<file path="config.mk">
export PLATFORM = sky130hd
export DESIGN_NAME = grid_copier
export DESIGN_NICKNAME = d
export VERILOG_FILES = /design/src/rtl/grid_pkg.sv /design/src/rtl/grid_lfsr.sv /design/src/rtl/grid_copier.sv
export SDC_FILE = /design/constraint.sdc
export NUM_CORES = 1
export LEC_CHECK = 0
export BUFFER_PORTS_ARGS = -buffer_cell sky130_fd_sc_hd__buf_2
export CELL_PAD_IN_SITES_DETAIL_PLACEMENT = 0
export CELL_PAD_IN_SITES_GLOBAL_PLACEMENT = 2
export CORE_ASPECT_RATIO = 0.5
export CORE_MARGIN = 2
export CORE_UTILIZATION = 30
export DETAILED_ROUTE_END_ITERATION = 7
export PLACE_DENSITY_LB_ADDON = 0.1
export SYNTH_ARGS = -nofsm -noshare
export SYNTH_HDL_FRONTEND = slang
export SYNTH_SLANG_ARGS = --single-unit
</file>
<file path="constraint.sdc">
create_clock -name i_clk -period 2.45 [get_ports i_clk]
set_clock_uncertainty 0.2 [all_clocks]
set_input_delay 0.3675 -clock i_clk [delete_from_list [all_inputs] [get_ports i_clk]]
set_output_delay 0.3675 -clock i_clk [all_outputs]
set_load 0.01 [all_outputs]
</file>
<file path="src/rtl/grid_pkg.sv">
// Shared types and constants for the grid copy/fill engine.
// The LFSR constants are only consumed when GRID_COPIER_LFSR_EN is defined.
package grid_pkg;

   typedef enum logic [1:0] {
      MODE_COPY   = 2'd0,
      MODE_FILL   = 2'd1,
      MODE_CLEAR  = 2'd2,
      MODE_RANDOM = 2'd3
   } mode_t;

   typedef enum logic [1:0] {
      ST_IDLE  = 2'd0,
      ST_ISSUE = 2'd1,
      ST_DRAIN = 2'd2
   } state_t;

   localparam logic [15:0] LFSR_MASK         = 16'hB400;
   localparam logic [15:0] LFSR_DEFAULT_SEED = 16'hACE1;

   // Right-shifting Galois step: the bit shifted out selects the tap mask.
   function automatic logic [15:0] lfsr_next(input logic [15:0] s);
      return s[0] ? ({1'b0, s[15:1]} ^ LFSR_MASK) : {1'b0, s[15:1]};
   endfunction

endpackage

</file>
<file path="src/rtl/grid_lfsr.sv">
// Seedable 16-bit Galois LFSR; load has priority over step, seed 0 maps to the default seed.
module grid_lfsr
   import grid_pkg::*;
(
   input  logic        i_clk,
   input  logic        i_rst,
   input  logic        i_load,
   input  logic [15:0] i_seed,
   input  logic        i_step,
   output logic [15:0] o_state
);

   logic [15:0] r_state;

   always_ff @(posedge i_clk) begin
      if (i_rst) begin
         r_state <= LFSR_DEFAULT_SEED;
      end else if (i_load) begin
         r_state <= (i_seed == 16'd0) ? LFSR_DEFAULT_SEED : i_seed;
      end else if (i_step) begin
         r_state <= lfsr_next(r_state);
      end
   end

   assign o_state = r_state;

endmodule

</file>
<file path="src/rtl/grid_copier.sv">
// Streaming grid copy/fill engine: one source read issued per cycle, writes fanned out to masked destinations.
// Define GRID_COPIER_LFSR_EN to build the RANDOM-mode LFSR; otherwise mode 3 behaves as CLEAR.
module grid_copier
   import grid_pkg::*;
#(
   parameter int P_PARAM_M    = 5,
   parameter int P_PARAM_N    = 5,
   parameter int WIDTH        = 12,
   parameter int CELL_BITS    = 1,
   parameter int NUM_DST      = 4,
   parameter int READ_LATENCY = 1
) (
   input  logic                 i_clk,
   input  logic                 i_rst,
   input  logic                 i_start,
   input  logic [1:0]           i_mode,
   input  logic [NUM_DST-1:0]   i_dst_mask,
   input  logic [CELL_BITS-1:0] i_fill_val,
   input  logic [15:0]          i_seed,
   output logic                 o_read_en,
   output logic [2*WIDTH-1:0]   o_read_addr,
   input  logic [CELL_BITS-1:0] i_read_val,
   output logic [NUM_DST-1:0]   o_write_en,
   output logic [2*WIDTH-1:0]   o_write_addr,
   output logic [CELL_BITS-1:0] o_write_val,
   output logic                 o_busy,
   output logic                 o_finish,
   output logic [1:0]           o_dbg_state
);

   localparam int NCELLS = P_PARAM_M * P_PARAM_N;
   localparam int AW     = 2 * WIDTH;
   localparam int DCW    = $clog2(READ_LATENCY + 2);

   state_t               r_state;
   state_t               w_next;
   mode_t                r_mode;
   logic [NUM_DST-1:0]   r_mask;
   logic [CELL_BITS-1:0] r_fill;
   logic [AW-1:0]        r_addr;
   logic [DCW-1:0]       r_drain_cnt;
   logic                 r_finish;

   logic [READ_LATENCY-1:0] r_pipe_vld;
   logic [AW-1:0]           r_pipe_addr [READ_LATENCY];

   logic [NUM_DST-1:0]   r_wen;
   logic [AW-1:0]        r_waddr;
   logic [CELL_BITS-1:0] r_wval;

   logic                 w_accept;
   logic                 w_last_addr;
   logic                 w_drain_done;
   logic                 w_vld_out;
   logic [AW-1:0]        w_addr_out;
   logic [CELL_BITS-1:0] w_cell;

   assign w_accept     = (r_state == ST_IDLE) && i_start;
   assign w_last_addr  = (r_addr == AW'(NCELLS - 1));
   assign w_drain_done = (r_drain_cnt == DCW'(READ_LATENCY));
   assign w_vld_out    = r_pipe_vld[READ_LATENCY-1];
   assign w_addr_out   = r_pipe_addr[READ_LATENCY-1];

`ifdef GRID_COPIER_LFSR_EN
   logic [15:0] w_lfsr;

   grid_lfsr u_lfsr (
      .i_clk   (i_clk),
      .i_rst   (i_rst),
      .i_load  (w_accept),
      .i_seed  (i_seed),
      .i_step  (w_vld_out && (r_mode == MODE_RANDOM)),
      .o_state (w_lfsr)
   );
`else
   logic w_unused_seed;
   assign w_unused_seed = ^i_seed;
`endif

   always_comb begin
      w_next = r_state;
      case (r_state)
         ST_IDLE:  if (i_start)      w_next = ST_ISSUE;
         ST_ISSUE: if (w_last_addr)  w_next = ST_DRAIN;
         ST_DRAIN: if (w_drain_done) w_next = ST_IDLE;
         default:                    w_next = ST_IDLE;
      endcase
   end

   always_comb begin
      w_cell = '0;
      case (r_mode)
         MODE_COPY:   w_cell = i_read_val;
         MODE_FILL:   w_cell = r_fill;
         MODE_CLEAR:  w_cell = '0;
`ifdef GRID_COPIER_LFSR_EN
         MODE_RANDOM: w_cell = w_lfsr[CELL_BITS-1:0];
`else
         MODE_RANDOM: w_cell = '0;
`endif
         default:     w_cell = '0;
      endcase
   end

   always_ff @(posedge i_clk) begin
      if (i_rst) begin
         r_state     <= ST_IDLE;
         r_mode      <= MODE_COPY;
         r_mask      <= '0;
         r_fill      <= '0;
         r_addr      <= '0;
         r_drain_cnt <= '0;
         r_finish    <= 1'b0;
         r_pipe_vld  <= '0;
         for (int i = 0; i < READ_LATENCY; i++) r_pipe_addr[i] <= '0;
         r_wen       <= '0;
         r_waddr     <= '0;
         r_wval      <= '0;
      end else begin
         r_state <= w_next;
         if (w_accept) begin
            r_mode   <= mode_t'(i_mode);
            r_mask   <= i_dst_mask;
            r_fill   <= i_fill_val;
            r_addr   <= '0;
            r_finish <= 1'b0;
         end
         if (r_state == ST_ISSUE) begin
            r_addr      <= w_last_addr ? '0 : r_addr + AW'(1);
            r_drain_cnt <= '0;
         end
         if (r_state == ST_DRAIN) begin
            r_drain_cnt <= r_drain_cnt + DCW'(1);
            if (w_drain_done) r_finish <= 1'b1;
         end

         // Delay line aligns each issued address with its returning read data.
         r_pipe_vld[0]  <= (r_state == ST_ISSUE);
         r_pipe_addr[0] <= r_addr;
         for (int i = 1; i < READ_LATENCY; i++) begin
            r_pipe_vld[i]  <= r_pipe_vld[i-1];
            r_pipe_addr[i] <= r_pipe_addr[i-1];
         end

         r_wen <= w_vld_out ? r_mask : '0;
         if (w_vld_out) begin
            r_waddr <= w_addr_out;
            r_wval  <= w_cell;
         end
      end
   end

   assign o_read_en    = (r_state == ST_ISSUE);
   assign o_read_addr  = r_addr;
   assign o_write_en   = r_wen;
   assign o_write_addr = r_waddr;
   assign o_write_val  = r_wval;
   assign o_busy       = (r_state != ST_IDLE);
   assign o_finish     = r_finish;
   assign o_dbg_state  = r_state;

endmodule

</file>
Yosys cells after proc, flatten, opt, wreduce, memory -nomap -nowiden:

Memory sizes are Yosys's and may differ from the RTL's. A register that Yosys moved wholly into a read port is not among the register bits.
Cells that the tools add are included.

* memories kept: 1
* input bits: 27
* output and inout port bits: 58
* bits in writable memories: 24
* bits in registers: 42
* logic and storage cells: 52

Memory list
* r_pipe_addr: words 1, width 24, read ports 1, clocked after memory_dff 1, write ports 1, line grid_copier.sv:45 `logic [AW-1:0] r_pipe_addr [READ_LATENCY];`

* $add $sub $neg: 2
* bitwise gates (word level): 1
* muxes and demuxes: 18
* reductions and logical operators: 10
* eq/ne operators: 10

Operators with widths (count)
* 24-bit 2-to-1 mux: 4
* 24-bit by 1-bit adder with 24-bit output, second input constant: 1
* 24-bit by 5-bit == test with 1-bit output, second input constant: 1
* 24-bit OR reduction: 1
* 2-bit 2-to-1 mux: 5
* 1-bit 2-to-1 mux: 7
* 2-bit by 1-bit == test with 1-bit output, second input constant: 3
* 2-bit == test, second input constant: 3
* 2-bit case mux with 3 select lines: 1
* 2-bit nonzero test: 3
* 2-bit logical NOT: 2
* 2-bit != test, second input constant: 2
* 2-bit OR reduction: 2
* 1-bit case mux with 3 select lines: 1
* 3-bit AND reduction: 1
* 2-bit by 1-bit adder with 2-bit output, second input constant: 1
* 2-bit by 1-bit != test with 1-bit output, second input constant: 1
* 1-bit logical AND: 1
* 1-bit inverter: 1

Depth between registers and ports, before layout:

Gate-level depths: netlist (run 1).

* depth after elaboration: 5
* gate-level depth with buffers: 8
* mapped depth without buffers: 7

Least setup slack after synthesis (run 1):

No wires, ideal clock.

* path type: register -> register
* from: reg r_state[0] (netlist: o_dbg_state[0])
* to: reg r_addr[4] (netlist: o_read_addr[4])
* period minus slack after synthesis: 2056 ps
* arrival: 1797 ps
* path buffers: 1
* library setup time: 59 ps
* path slack: 394 ps
* required time: 2191 ps
* cell stages (with the launch flop): 8
* cell sequence: dfxtp_1 -> inv_1 -> ha_1 -> and2_1 -> clkbuf_1 -> nor3_1 -> a21o_1 -> a22o_1

* longest elaborated chain between the ends: 3
* elaborated cells on any way between the ends: 5
* classes of those cells: eq/ne (1); mux (1); reduce/logical (3)

Ends and longest elaborated chain
* start, declared: line grid_copier.sv:35 `state_t r_state;`
* start signal, assigned: line grid_copier.sv:120 `r_state <= w_next;`
* 2-bit logical NOT: line grid_copier.sv:58 `assign w_accept = (r_state == ST_IDLE) && i_start;`
* 1-bit logical AND: line grid_copier.sv:58
* 2-bit nonzero test (no source line)
* end signal, assigned: line grid_copier.sv:129 `r_addr <= w_last_addr ? '0 : r_addr + AW'(1);`
* end, declared: line grid_copier.sv:40 `logic [AW-1:0] r_addr;`

Parallel ways exist; a longest one is shown, timed or not.
A chain may end at the register's enable or synchronous reset.

Worst setup path in the final report (run 1):

* from: reg r_addr[4] (netlist: o_read_addr[4])
* to: reg r_addr[18] (netlist: o_read_addr[18])

* longest elaborated chain between the ends: 3
* elaborated cells on any way between the ends: 4
* classes of those cells: add/sub (1); eq/ne (1); mux (2)

Ends and longest elaborated chain
* 24-bit by 1-bit adder with 24-bit output / 24-bit by 5-bit == test with 1-bit output (equally long branches): line grid_copier.sv:129, grid_copier.sv:59
* 24-bit 2-to-1 mux (*): line grid_copier.sv:129
* 24-bit 2-to-1 mux (*): line grid_copier.sv:128 `if (r_state == ST_ISSUE) begin`

Every way passes the cells marked *; elsewhere a longest branch is shown, timed or not.

==> results of run 1 <==
[sequential cells by signal, indices dropped and copies added (netlist names)]
name	cells
r_mask	4
r_pipe_addr	24
r_pipe_vld	1
o_dbg_state	2
r_drain_cnt	2
o_read_addr	24
r_mode	2
o_finish	1
r_fill	1
o_write_en	4
o_write_addr	24
o_write_val	1
[synthesized netlist by cell type (all sizes together) (5+ instances only)]
library cell	number
dfxtp	90
nor2	48
nand2	29
mux2i	28
nor2b	24
a21oi	19
nand3	13
clkbuf	11
inv	9
a31oi	7
ha	7
nor3	7
and2	6
xor2	6
a22o	5
buf	5
nand2b	5
nand4	5
xnor2	5
[final cells by class]
cell class                      instances  area, µm²
Timing Repair Buffer                   98        566
Sequential cell                        90       1800
Fill cell                            1109       6630
Tap cell                              145        181
Clock buffer                           11        253
Inverter                                9       33.8
Multi-Input combinational cell        245       1570
Clock inverter                          5       83.8
[metal layers]
layer / track usage / vias up / wire length, µm
li1: - / 1427 / -
met1: 0.210 / 1322 / 4680
met2: 0.243 / 80 / 3800
met3: 0.0456 / 6 / 557
met4: 0.0349 / 0 / 51
met5: 0 / - / 0
[how the worst max path moves through the flow]
stage                       to  slack (ns)
2_1_floorplan   o_read_addr[4]        0.39
3_3_place_gp   o_read_addr[20]        0.08
3_5_place_dp   o_read_addr[20]        0.07
4_1_cts        o_read_addr[20]        0.03
5_1_grt        o_read_addr[21]        0.14
6_report       o_read_addr[18]        0.22
[placed cells by master, fill, tap and decap left out, types with 3 or more instances in the layout]
| cell | synthesis | layout |
|---|---|---|
| sky130_fd_sc_hd__nand4_1 | 4 | 4 |
| sky130_fd_sc_hd__clkbuf_16 | 0 | 9 |
| sky130_fd_sc_hd__nor3_1 | 6 | 5 |
| sky130_fd_sc_hd__xor2_1 | 6 | 6 |
| sky130_fd_sc_hd__buf_2 | 5 | 68 |
| sky130_fd_sc_hd__mux2i_1 | 28 | 28 |
| sky130_fd_sc_hd__inv_1 | 9 | 9 |
| sky130_fd_sc_hd__nand2_1 | 29 | 29 |
| sky130_fd_sc_hd__and2_1 | 6 | 6 |
| sky130_fd_sc_hd__nand3_1 | 13 | 13 |
| sky130_fd_sc_hd__and3_1 | 3 | 3 |
| sky130_fd_sc_hd__a21oi_1 | 18 | 18 |
| sky130_fd_sc_hd__nor2_1 | 47 | 47 |
| sky130_fd_sc_hd__a22o_1 | 5 | 5 |
| sky130_fd_sc_hd__nor2b_1 | 24 | 24 |
| sky130_fd_sc_hd__xnor2_1 | 5 | 5 |
| sky130_fd_sc_hd__ha_1 | 7 | 7 |
| sky130_fd_sc_hd__nand2b_1 | 5 | 5 |
| sky130_fd_sc_hd__buf_4 | 0 | 30 |
| sky130_fd_sc_hd__o21ai_0 | 3 | 3 |
| sky130_fd_sc_hd__a31oi_1 | 7 | 7 |
| sky130_fd_sc_hd__dfxtp_1 | 90 | 89 |
[power groups by stage]
stage / sequential (µW) / clock (µW) / combinational [µW]
final: 1540 / 1540 / 457
after global routing: 1550 / 1640 / 504
after CTS: 1550 / 1570 / 457
after detailed placement: 1580 / 0 / 455
after global placement: 1580 / 0 / 449
after floorplan: 1570 / 0 / 295
[worst max-delay path, delay by kind of cell (launching register included)]
family | cells | cell delay [ns]
AO/OA/AOI/OAI | 2 | 0.45
flip-flops | 1 | 0.33
AND/OR/NAND/NOR | 3 | 1.14
[per-stage QoR]
step	power, µW	setup slack (ns)
global placement	2030	0.0804
finish	3540	0.216
detailed placement	2040	0.0739
CTS	3570	0.0332
global route	3700	0.139
floorplan	1860	0.394
[cells by family after synthesis]
logic type               synth area share
adder cells (fa/ha/maj)            0.0253
flip-flops                          0.521
AND/OR/NAND/NOR                     0.228
buffers and inverters              0.0293
AO/OA/AOI/OAI                      0.0865
XOR/XNOR                           0.0279
multiplexers                       0.0811
==> impl_metrics.sql, run 1 <==
INSERT INTO impl_metrics (metric_group, metric, value, unit) VALUES
('run_status', 'outcome', 'completed', ''),
('clock_network', 'htreeDepth', '3', ''),
('sta', 'timing.hold.ws', '0.0708', 'ns'),
('yosys', 'synth_area', '3460', 'µm²'),
('clock_network', 'buffer_depth_of_the_longest_clock_path', '2', ''),
('clock_network', 'clock-root-buffer', 'sky130_fd_sc_hd__clkbuf_16', ''),
('floorplanning', 'core_area', '11100', 'µm²'),
('placed_design', 'io_buffers', '68', ''),
('placed_design', 'placed_cells', '587', ''),
('run', 'maxCapViolations', '0', ''),
('route', 'detailroute.via_count', '2835', ''),
('sta', 'timing.slew.headroom', '0.553', ''),
('power', 'clock_power_share', '0.434', ''),
('yosys', 'synth_sequential_area_ratio', '0.521', ''),
('yosys', 'postSynthRegisterBits', '90', ''),
('finish', 'finalCoreUtilization', '0.404', ''),
('yosys', 'synth_top_cell_area_share', '0.521', ''),
('placed_design', 'place.detailed.hpwl', '6590', 'µm'),
('yosys', 'yosys_warnings', '0', ''),
('floorplanning', 'die_area', '12400', 'µm²'),
('floorplanning', 'placement_rows', '27', ''),
('global_routing', 'grt_pass1_wl', '14800', 'µm'),
('route', 'vias_per_cell', '4.70', ''),
('sta', 'worst_slew_pin_tran', '0.671', 'ns'),
('yosys', 'synth_area_leaders', 'sky130_fd_sc_hd__dfxtp_1 (52%), sky130_fd_sc_hd__mux2i_1 (8.1%), sky130_fd_sc_hd__nor2_1 (5.1%)', ''),
('setup_path', 'setup.worst_path.start_class', 'flop', ''),
('setup_path', 'reg2reg_to', 'o_read_addr[18]', ''),
('clock_network', 'tritoncts', 'yes', ''),
('setup_path', 'reg2reg_setup_slack', '0.22', 'ns'),
('yosys', 'asyncSetResetFlopFracSynth', '0', ''),
('global_routing', 'vias_in_the_first_global_route', '2790', ''),
('setup_path', 'worst-endpoint-required', '2.47', 'ns'),
('sta', 'fmax', '448', 'MHz'),
('clock_network', 'cts-buffers-inserted', '9', ''),
('setup_path', 'worst_path_cell_with_the_longest_stage_delay', 'sky130_fd_sc_hd__nor4bb_1', ''),
('finish', 'number_of_diodes_added_for_antenna_fixing', '0', ''),
('setup_path', 'crit_arrival', '2.26', 'ns'),
('route', 'drt_drc_violations_left', '0', ''),
('finish', 'final_cells', '603', ''),
('min_path', 'hold_start', 'i_mode[0]', ''),
('clock_network', 'post_cts_hold_buffer_count', '0', ''),
('global_routing', 'grt_max_degree', '68', ''),
('route', 'postRouteWirelength', '9080', 'µm'),
('sta', 'finalCritPeriodShare', '0.912', ''),
('sta', 'final.setup.tns', '0', 'ns'),
('clock_network', 'clk_latency', '0.34', 'ns'),
('min_path', 'hold_path_end', 'r_mode[0]', ''),
('power', 'total_leakage_power', '0.00196', 'µW'),
('finish', 'nets', '487', ''),
('yosys', 'yosys_top_cell_by_area', 'sky130_fd_sc_hd__dfxtp_1', ''),
('route', 'routedWlPerCell', '15.1', 'µm'),
('power', 'ir_drop', '346', 'µV'),
('floorplanning', 'number_of_top_level_pins', '85', ''),
('min_path', 'hold_path_depth', '3', ''),
('route', 'drt_pre_antenna_iters', '5', ''),
('floorplanning', 'initial_utilization', '0.311', ''),
('finish', 'area_growth', '29.8', '%'),
('power', 'p_sw_frac', '0.255', ''),
('yosys', 'post_synth_inst_count', '360', ''),
('yosys', 'synthDistinctLibCells', '44', ''),
('setup_path', 'cpPeakStageDelay', '0.55', 'ns'),
('setup_path', 'depth_of_the_worst_register_to_register_path', '5', ''),
('placed_design', 'placement.cell_area', '4140', 'µm²'),
('setup_path', 'cp-end-kind', 'flop', ''),
('setup_path', 'timing_worst_setup_path_type', 'reg -> reg', ''),
('route', 'drt_iter0_drcs', '155', ''),
('sta', 'setup_violations', '0', ''),
('power', 'power.sequential.fraction', '0.437', ''),
('sta', 'rsz0062_at_grt', 'no', ''),
('setup_path', 'crit_path_cell_trace', 'nor4bb_1, and4_1, a21oi_4, and3_1, a211o_1', ''),
('min_path', 'worstHoldPathType', 'in -> reg', '');
No activity file was read; power rests on OpenSTA's default activity.
==> run 2: changes to the inputs <==
- CORE_MARGIN: 2 -> default
- PLACE_DENSITY: default -> 0.79
- PLACE_DENSITY_LB_ADDON: 0.1 -> default
==> run 2 against run 1 <==
Critical path depth is 3 higher. Sequential share of layout area is 1.0 points higher. Combinational power hardly changed. Count of clock-buffer cells in the layout is 1 lower. Wire length is 14% lower. Global-route usage is 1.6 points lower. Largest power group unchanged. Hold slack better by 0.0044 ns. Sequential cell count stayed put. Worst setup slack better by 0.087 ns. Via count is 5.7% lower. First-iteration DRC count is 34% lower. Utilization is 0.99 points lower.
==> impl_metrics.sql, run 2 (synthesis results as in run 1) <==
INSERT INTO impl_metrics (metric_group, metric, value, unit) VALUES
('run_status', 'outcome', 'completed', ''),
('route', 'antenna_violation_net_count_after_detailed_routing', '0', ''),
('global_routing', 'grt_pass1_wl', '12800', 'µm'),
('clock_network', 'tritoncts', 'yes', ''),
('min_path', 'hold_path_end', 'r_fill', ''),
('finish', 'post_route_cells_drive_above_1_share', '0.249', ''),
('setup_path', 'reg2reg_to', 'o_read_addr[18]', ''),
('sta', 'finalCritPeriodShare', '0.877', ''),
('setup_path', 'critPathBufInv', '2', ''),
('route', 'vias_per_cell', '4.50', ''),
('route', 'drt_iter0_drcs', '102', ''),
('run', 'maxCapViolations', '0', ''),
('floorplanning', 'core_area', '11100', 'µm²'),
('floorplanning', 'placement_rows', '27', ''),
('power', 'total_leakage_power', '0.00191', 'µW'),
('clock_network', 'post_cts_hold_buffer_count', '0', ''),
('setup_path', 'cpPeakStageDelay', '0.33', 'ns'),
('power', 'ir_drop', '289', 'µV'),
('clock_network', 'clock-root-buffer', 'sky130_fd_sc_hd__clkbuf_16', ''),
('setup_path', 'timing_worst_setup_path_type', 'reg -> reg', ''),
('global_routing', 'grt_antenna_before_repair', '0', ''),
('sta', 'worst_slew_pin_tran', '0.518', 'ns'),
('clock_network', 'postCtsSetupRepairBufs', '0', ''),
('min_path', 'hold_path_depth', '3', ''),
('setup_path', 'reg2reg_setup_slack', '0.30', 'ns'),
('clock_network', 'htreeDepth', '3', ''),
('min_path', 'worstHoldPathType', 'in -> reg', ''),
('min_path', 'hold_start', 'i_fill_val', ''),
('setup_path', 'crit_path_cell_trace', 'inv_1, ha_1, nor4b_1, and4_1, a21oi_2, buf_4, and3_1, a211o_1', ''),
('placed_design', 'place.detailed.hpwl', '5600', 'µm'),
('power', 'combPwrFrac', '0.139', ''),
('power', 'power.sequential.fraction', '0.469', ''),
('power', 'internal_power', '2470', 'µW'),
('setup_path', 'cp-end-kind', 'flop', ''),
('setup_path', 'worst_path_cell_with_the_longest_stage_delay', 'sky130_fd_sc_hd__dfxtp_1', ''),
('power', 'p_sw_frac', '0.247', ''),
('finish', 'layout_commonest_cell', 'sky130_fd_sc_hd__dfxtp_1', ''),
('floorplanning', 'die_area', '12000', 'µm²'),
('clock_network', 'buffer_depth_of_the_longest_clock_path', '2', ''),
('sta', 'fmax', '466', 'MHz'),
('route', 'postRouteWirelength', '7810', 'µm'),
('clock_network', 'cts.repair.resized', '0', ''),
('floorplanning', 'die_w', '154', 'µm'),
('global_routing', 'grt_max_degree', '53', ''),
('finish', 'number_of_diodes_added_for_antenna_fixing', '0', ''),
('route', 'drt_pre_antenna_iters', '4', ''),
('setup_path', 'worstReg2RegStart', 'o_read_addr[0]', ''),
('finish', 'most-common-layout-cells', 'sky130_fd_sc_hd__dfxtp_1 (89), sky130_fd_sc_hd__buf_2 (68), sky130_fd_sc_hd__nor2_1 (47)', ''),
('power', 'p_per_area', '750', 'nW/µm²'),
('sta', 'shortest_period_the_worst_path_allows', '2.15', 'ns'),
('global_routing', 'global_route.usage.total', '0.139', ''),
('finish', 'finalCoreUtilization', '0.394', ''),
('power', 'netSwitchingPower', '809', 'µW'),
('sta', 'final_max_slew_viols', '0', ''),
('global_routing', 'final_global_route_overflow_total', '0', ''),
('setup_path', 'crit_arrival', '2.16', 'ns'),
('sta', 'timing.slew.headroom', '0.652', ''),
('clock_network', 'clkSlewWorstSetupHoldPaths', '0.06', 'ns'),
('clock_network', 'cts-buffers-inserted', '9', ''),
('finish', 'area_growth', '26.6', '%'),
('clock_network', 'clk_latency', '0.33', 'ns'),
('global_routing', 'vias_in_the_first_global_route', '2422', ''),
('sta', 'final.setup.tns', '0', 'ns'),
('setup_path', 'path_delay_family', 'simple AND/OR/NAND/NOR gates', ''),
('placed_design', 'replace_congestion', '0.762', ''),
('clock_network', 'clock-sinks', '90', ''),
('route', 'drt_drc_violations_left', '0', ''),
('finish', 'nets', '483', ''),
('floorplanning', 'initial_utilization', '0.311', ''),
('setup_path', 'timing.critical_path.fanout_max', '25', ''),
('floorplanning', 'die_height', '77.9', 'µm'),
('floorplanning', 'number_of_top_level_pins', '85', ''),
('route', 'detailroute.via_count', '2672', ''),
('setup_path', 'setup.worst_path.start_class', 'flop', ''),
('placed_design', 'io_buffers', '68', ''),
('power', 'clock_power_share', '0.392', ''),
('route', 'routedWlPerCell', '13.1', 'µm'),
('sta', 'setup_violations', '0', ''),
('setup_path', 'depth_of_the_worst_register_to_register_path', '8', ''),
('sta', 'hold_viol_final', '0', ''),
('sta', 'rsz0062_at_grt', 'no', ''),
('setup_path', 'worst-endpoint-required', '2.47', 'ns');
==> run 2: cell types whose count changed in the layout (fill, tap and decap cells not counted) <==
| cell | before | now |
|---|---|---|
| sky130_fd_sc_hd__a21oi_2 | 0 | 1 |
| sky130_fd_sc_hd__nor3_1 | 5 | 6 |
| sky130_fd_sc_hd__bufinv_16 | 2 | 1 |
| sky130_fd_sc_hd__nor3_2 | 1 | 0 |
| sky130_fd_sc_hd__clkinvlp_4 | 2 | 0 |
| sky130_fd_sc_hd__clkbuf_8 | 2 | 1 |
| sky130_fd_sc_hd__buf_4 | 30 | 26 |
| sky130_fd_sc_hd__a21oi_4 | 1 | 0 |
| sky130_fd_sc_hd__inv_6 | 1 | 0 |
==> run 2: worst max-delay path by stage <==
stage              startpoint              end  cells past startpoint
3_3_place_gp   o_read_addr[0]  o_read_addr[10]                      7
6_report       o_read_addr[0]  o_read_addr[18]                      8
3_5_place_dp   o_read_addr[0]  o_read_addr[10]                      7
4_1_cts        o_read_addr[0]  o_read_addr[10]                      7
5_1_grt        o_read_addr[0]  o_read_addr[16]                      7
2_1_floorplan  o_dbg_state[0]   o_read_addr[4]                      7
==> run 2: cell type report <==
type / count / area [µm²]
Multi-Input combinational cell: 245 / 1550
Timing Repair Buffer: 94 / 536
Sequential cell: 90 / 1800
Inverter: 9 / 33.8
Clock buffer: 10 / 239
Tap cell: 145 / 181
Fill cell: 1134 / 6740
Clock inverter: 1 / 30.0
==> run 2: power by group through the flow <==
stage               Sequential [µW]  Clock, µW  Combinational, µW
detailed placement             1570          0                459
finish                         1540       1290                456
floorplan                      1570          0                295
global placement               1570          0                461
global route                   1550       1390                509
CTS                            1540       1330                462
==> run 2: layer usage <==
layer | vias to the layer above | routed length, µm | track usage
met2 | 47 | 3230 | 0.204
met1 | 1213 | 4200 | 0.194
met3 | 7 | 291 | 0.0408
li1 | 1405 | - | -
met4 | 0 | 80 | 0.0420
met5 | - | 0 | 0
==> run 2: worst min-delay path, stage by stage <==
cell	delay, ns
sky130_fd_sc_hd__buf_2	0.09
sky130_fd_sc_hd__nand2_1	0.04
sky130_fd_sc_hd__a21oi_1	0.05
==> run 2: through the flow <==
step / hold slack [ns] / area [µm²] / total power (µW) / std cells / setup WS [ns]
after floorplan: 0.230 / 3460 / 1860 / 360 / 0.394
after global placement: 0.237 / 4110 / 2030 / 583 / 0.303
after detailed placement: 0.240 / 4110 / 2030 / 583 / 0.302
after CTS: 0.0629 / 4380 / 3340 / 594 / 0.283
after global routing: 0.0686 / 4380 / 3450 / 594 / 0.0985
final: 0.0753 / 4380 / 3280 / 594 / 0.303
